==> src/rtl/s2p_frame_buffer.sv <==
// s2p_frame_buffer
//   Serial-to-parallel converter for the FFT front end. Collects P_SIZE
//   complex I/Q samples into a fill buffer and hands each complete frame
//   to an output holding register with valid/ready backpressure.
//   Frames can be emitted in natural or bit-reversed slot order.
//
// Parameters
//   DATA_W     width of each signed I and Q sample
//   P_SIZE     samples per frame (power of two, >= 2)
//   BITREV     0: out[k] = k-th sample, 1: out[k] = sample bitrev(k)
//   SOF_ALIGN  1: frames open only on in_sof, 0: in_sof ignored, free-running
//
// Ports
//   clk, rstn            clock (rising edge), async active-low reset
//   in_valid, in_sof     sample strobe and start-of-frame marker
//   in_i, in_q           input sample
//   out_valid, out_ready frame handshake
//   out_i, out_q         parallel frame, [P_SIZE-1:0] unpacked
//   overflow             1-cycle pulse: completed frame dropped
//   sof_err              1-cycle pulse: partial frame discarded on mid-frame sof
module s2p_frame_buffer #(
    parameter int DATA_W    = 9,
    parameter int P_SIZE    = 16,
    parameter int BITREV    = 0,
    parameter int SOF_ALIGN = 1
) (
    input  logic                     clk,
    input  logic                     rstn,
    input  logic                     in_valid,
    input  logic                     in_sof,
    input  logic signed [DATA_W-1:0] in_i,
    input  logic signed [DATA_W-1:0] in_q,
    output logic                     out_valid,
    input  logic                     out_ready,
    output logic signed [DATA_W-1:0] out_i [P_SIZE-1:0],
    output logic signed [DATA_W-1:0] out_q [P_SIZE-1:0],
    output logic                     overflow,
    output logic                     sof_err
);

    localparam int CNT_W = $clog2(P_SIZE);
    localparam logic [CNT_W-1:0] LAST = CNT_W'(P_SIZE - 1);

    typedef enum logic {IDLE, FILL} state_t;

    state_t                   state;
    logic [CNT_W-1:0]         cnt;
    logic signed [DATA_W-1:0] buf_i [P_SIZE-1:0];
    logic signed [DATA_W-1:0] buf_q [P_SIZE-1:0];

    logic                     accept;
    logic                     restart;
    logic                     sof_mid;
    logic                     complete;
    logic                     load;
    logic [CNT_W-1:0]         wr_cnt;
    logic [CNT_W-1:0]         wr_slot;
    logic signed [DATA_W-1:0] nxt_i [P_SIZE-1:0];
    logic signed [DATA_W-1:0] nxt_q [P_SIZE-1:0];

    function automatic logic [CNT_W-1:0] bitrev(input logic [CNT_W-1:0] v);
        logic [CNT_W-1:0] r;
        r = '0;
        for (int unsigned b = 0; b < CNT_W; b++) begin
            r[b] = v[CNT_W-1-b];
        end
        return r;
    endfunction

    always_comb begin
        accept  = 1'b0;
        restart = 1'b0;
        if (in_valid) begin
            if (state == IDLE) begin
                accept  = in_sof;
                restart = in_sof;
            end else begin
                accept  = 1'b1;
                restart = (SOF_ALIGN != 0) && in_sof;
            end
        end
        sof_mid  = restart && (state == FILL) && (cnt != '0);
        // A frame start always writes slot 0, whatever the running count was.
        wr_cnt   = restart ? '0 : cnt;
        wr_slot  = (BITREV != 0) ? bitrev(wr_cnt) : wr_cnt;
        complete = accept && (wr_cnt == LAST);
        load     = complete && (!out_valid || out_ready);

        // Buffer including the sample accepted this cycle, so the final
        // sample of a frame reaches the output register on the same edge.
        nxt_i = buf_i;
        nxt_q = buf_q;
        if (accept) begin
            nxt_i[wr_slot] = in_i;
            nxt_q[wr_slot] = in_q;
        end
    end

    always_ff @(posedge clk or negedge rstn) begin
        if (!rstn) begin
            state     <= (SOF_ALIGN != 0) ? IDLE : FILL;
            cnt       <= '0;
            buf_i     <= '{default: '0};
            buf_q     <= '{default: '0};
            out_i     <= '{default: '0};
            out_q     <= '{default: '0};
            out_valid <= 1'b0;
            overflow  <= 1'b0;
            sof_err   <= 1'b0;
        end else begin
            overflow <= complete && !load;
            sof_err  <= sof_mid;

            if (accept) begin
                buf_i <= nxt_i;
                buf_q <= nxt_q;
                // LAST + 1 wraps to 0 because P_SIZE is a power of two.
                cnt   <= wr_cnt + 1'b1;
                if (complete) begin
                    state <= (SOF_ALIGN != 0) ? IDLE : FILL;
                end else begin
                    state <= FILL;
                end
            end

            if (load) begin
                out_i     <= nxt_i;
                out_q     <= nxt_q;
                out_valid <= 1'b1;
            end else if (out_valid && out_ready) begin
                out_valid <= 1'b0;
            end
        end
    end

endmodule

==> config.mk <==
export PLATFORM = sky130hd
export DESIGN_NAME = s2p_frame_buffer
export DESIGN_NICKNAME = d
export VERILOG_FILES = /design/src/rtl/s2p_frame_buffer.sv
export SDC_FILE = /design/constraint.sdc
export NUM_CORES = 1
export LEC_CHECK = 0
export BUFFER_PORTS_ARGS = -buffer_cell sky130_fd_sc_hd__buf_2
export CELL_PAD_IN_SITES_DETAIL_PLACEMENT = 0
export CELL_PAD_IN_SITES_GLOBAL_PLACEMENT = 1
export CORE_AREA = 8 8 223 225
export DETAILED_ROUTE_END_ITERATION = 10
export DIE_AREA = 0 0 231 233
export PLACE_DENSITY_LB_ADDON = 0.1
export REMOVE_ABC_BUFFERS = 1
export SLEW_MARGIN = 0
export SYNTH_ARGS = -nofsm -noshare
export SYNTH_HDL_FRONTEND = slang
export SYNTH_SLANG_ARGS = --single-unit
export TNS_END_PERCENT = 5
==> constraint.sdc <==
create_clock -name clk -period 2.8 [get_ports clk]
set_input_delay 0.7 -clock clk [delete_from_list [all_inputs] [get_ports clk]]
set_output_delay 0.7 -clock clk [all_outputs]
set_load 0.01 [all_outputs]
==> metrics.cfg <==
[timing]
whs_ns = 0.0856
setup_viol = 0
worstMarginPinSlew_ns = 0.665
layout_setup_ws_ns = 0.550
rsz0062_at_grt = false
fmax_mhz = 445
final.setup_skew_ns = 0.0205
min_period_ns = 2.25
final-hold-violation-count = 0
tns_ns = 0
drv_slew = 0
relSlewSlack_pct = 55.7
min_period_over_period_pct = 80.3

[setup_path]
crit_required_ns = 3.28
crit_start = state$_DFFE_PN0P_
arrival_ns = 2.73
start_kind = register
critPathKind = register to register
cp_slowest_cell = dfrtp_1
crit_path_end_kind = register
path_cells = and4b_1, nor3b_2, buf_4, mux2_2, mux2_2
crit_top_cell = mux2_2
r2r_start = state$_DFFE_PN0P_
slowest_delay_ns = 0.53
crit_fanout = 12

[synth]
postSynth.asyncResetShare_pct = 100
synthFlopType = dfrtp_1
yosysSeqAreaShare_pct = 66.0
synth.distinct_cells = 36
avgSynthCellArea_um2 = 16.0
synthCells = 1340
ys_seq_elements = 566
netlist_area_um2 = 21500
yosys_warnings = 0
synth_edf_count = 0

[cells_and_area]
fin_nets = 1701
fillCellCount = 3838
final_common_cell = dfrtp_1
final_cell_mix = 566 x dfrtp_1, 449 x mux2_2, 312 x buf_2
drive_above_1_share_pct = 55.9
instances_no_fill = 2328
area_growth_pct = 20.6
final_core_util_pct = 56.2
regArea_um2 = 14200
multi_input_area_um2 = 6750

[cts]
cts_resized = 0
clk_path_buf_depth = 3
cts_setup_buffers = 0
clock_latency_ns = 0.61
cts-root-buf = clkbuf_16
tritoncts = done
htreeDepth = 2
clk_pin_slew_ns = 0.06
cts_buffers = 58
clock-sinks = 566
ctsHoldBuffers = 0

[floorplanning]
start_util_pct = 46.6
dieHeight_um = 233
die_x_um = 231
ios = 314
coreArea_um2 = 46100
fp.dieArea_um2 = 53800
rows = 79

[grt]
grt_pass1_vias = 12800
antenna_found_initial = 1
grt_pass1_wl_mm = 78.7
overflow = 0
grt_max_degree = 70
track_usage_pct = 19.0

[worst_hold_path]
min_path_type = input pin to async pin

[routing]
firstDrtPassIters = 4
drtAntennaViolNets = 0
totalWireLength_mm = 51.0
vias = 11800
drc = 0
vias_per_cell = 5.08
wire_per_inst_um = 21.9
drt_first_iter_violations = 519

[flow_run]
drv_cap = 0

[place]
place_inst = 2223
place_worst_setup_slack_ns = 0.143
place.gp.congestion = 0.756
io_buffers = 313
place.detailed.hpwl_mm = 33.8

[power_and_ir_drop]
peakVddDrop_uv = 534
p_leak_nw = 13.8
power_density_nw_per_um2 = 896

[run_status]
run_status = finished clean

## kinds of logic (layout without fill, tap and decap cells)
kind of cell / count (synthesis) / in the layout / share of synthesized area [%]
AOI/OAI and AO/OA: 66 / 66 / 1.59
adders and majority gates: 2 / 2 / 0.117
buffers and inverters: 109 / 489 / 2.72
DFF: 566 / 566 / 66.0
muxes: 504 / 504 / 27.3
other: 0 / 1 / 0
and+or+nand+nor: 93 / 93 / 2.27
## cells in the mapped netlist (6+ instances only)
cell type	n	area (µm²)
and3_1	6	37.5
buf_4	9	67.6
inv_1	22	82.6
dfrtp_1	566	14200
buf_6	12	135
clkbuf_1	29	109
o21ai_0	56	280
buf_2	28	140
nand2_1	62	233
buf_1	8	30.0
mux2_2	449	5060
mux2_4	50	751
## worst max-delay path, delay by kind of cell (launching register included)
| family | cells | cell delay (ns) |
|---|---|---|
| and+or+nand+nor | 2 | 0.75 |
| muxes | 2 | 0.62 |
| DFF | 1 | 0.53 |
| buffers and inverters | 1 | 0.24 |
## sequential cells by signal (all words and copies together) (netlist names)
signal,count
sof_err,1
buf_q,135
cnt,4
out_i,144
buf_i,135
out_q,144
overflow,1
out_valid,1
state,1
## worst paths after layout
check | end | slack [ns] | cells after the start
worst max-delay path | out_q[64]$_DFFE_PN0P_ | 0.55 | 5
worst min-delay path | out_q[67]$_DFFE_PN0P_ | 0.09 | 1
worst max register to register | out_q[64]$_DFFE_PN0P_ | 0.55 | 5
worst min register to register | buf_q[102]$_DFFE_PN0P_ | 0.47 | 2
max in group asynchronous | buf_i[16]$_DFFE_PN0P_ | 1.88 | 2
min in group clk | cnt[3]$_DFFE_PN0P_ | 0.40 | 2
## metrics by stage
| step | power (W) | instance area [µm²] |
|---|---|---|
| after floorplan | 0.0141 | 21000 |
| after global placement | 0.0159 | 24100 |
| after detailed placement | 0.0161 | 24100 |
| after CTS | 0.0236 | 25900 |
| after global routing | 0.0245 | 25900 |
| final | 0.0232 | 25900 |
## layout make-up
cell class                 instances  area share [%]
clock inverter                    10           0.222
clock buffer                      94            6.87
antenna                            1         0.00966
multi-input combinational        665            26.1
tap                              607            2.93
sequential                       566            54.7
timing repair buffer             363            8.89
inverter                          22           0.319
## per-layer routing
metal	GRT usage [%]	vias to the layer above	share of wire, %
met5	0	-	0
met4	5.78	0	2.2
met3	4.59	69	5.5
met2	30.3	228	48
met1	25.5	6191	44
li1	-	5327	-
## power by group
group	leakage [nW]	switching [W]	internal (W)	total (W)
combinational	5.30	0.00205	0.00241	0.00446
clock	0.911	0.00309	0.00430	0.00739
sequential	7.59	0.000930	0.0104	0.0114
Power figures use the tool's default switching activity.
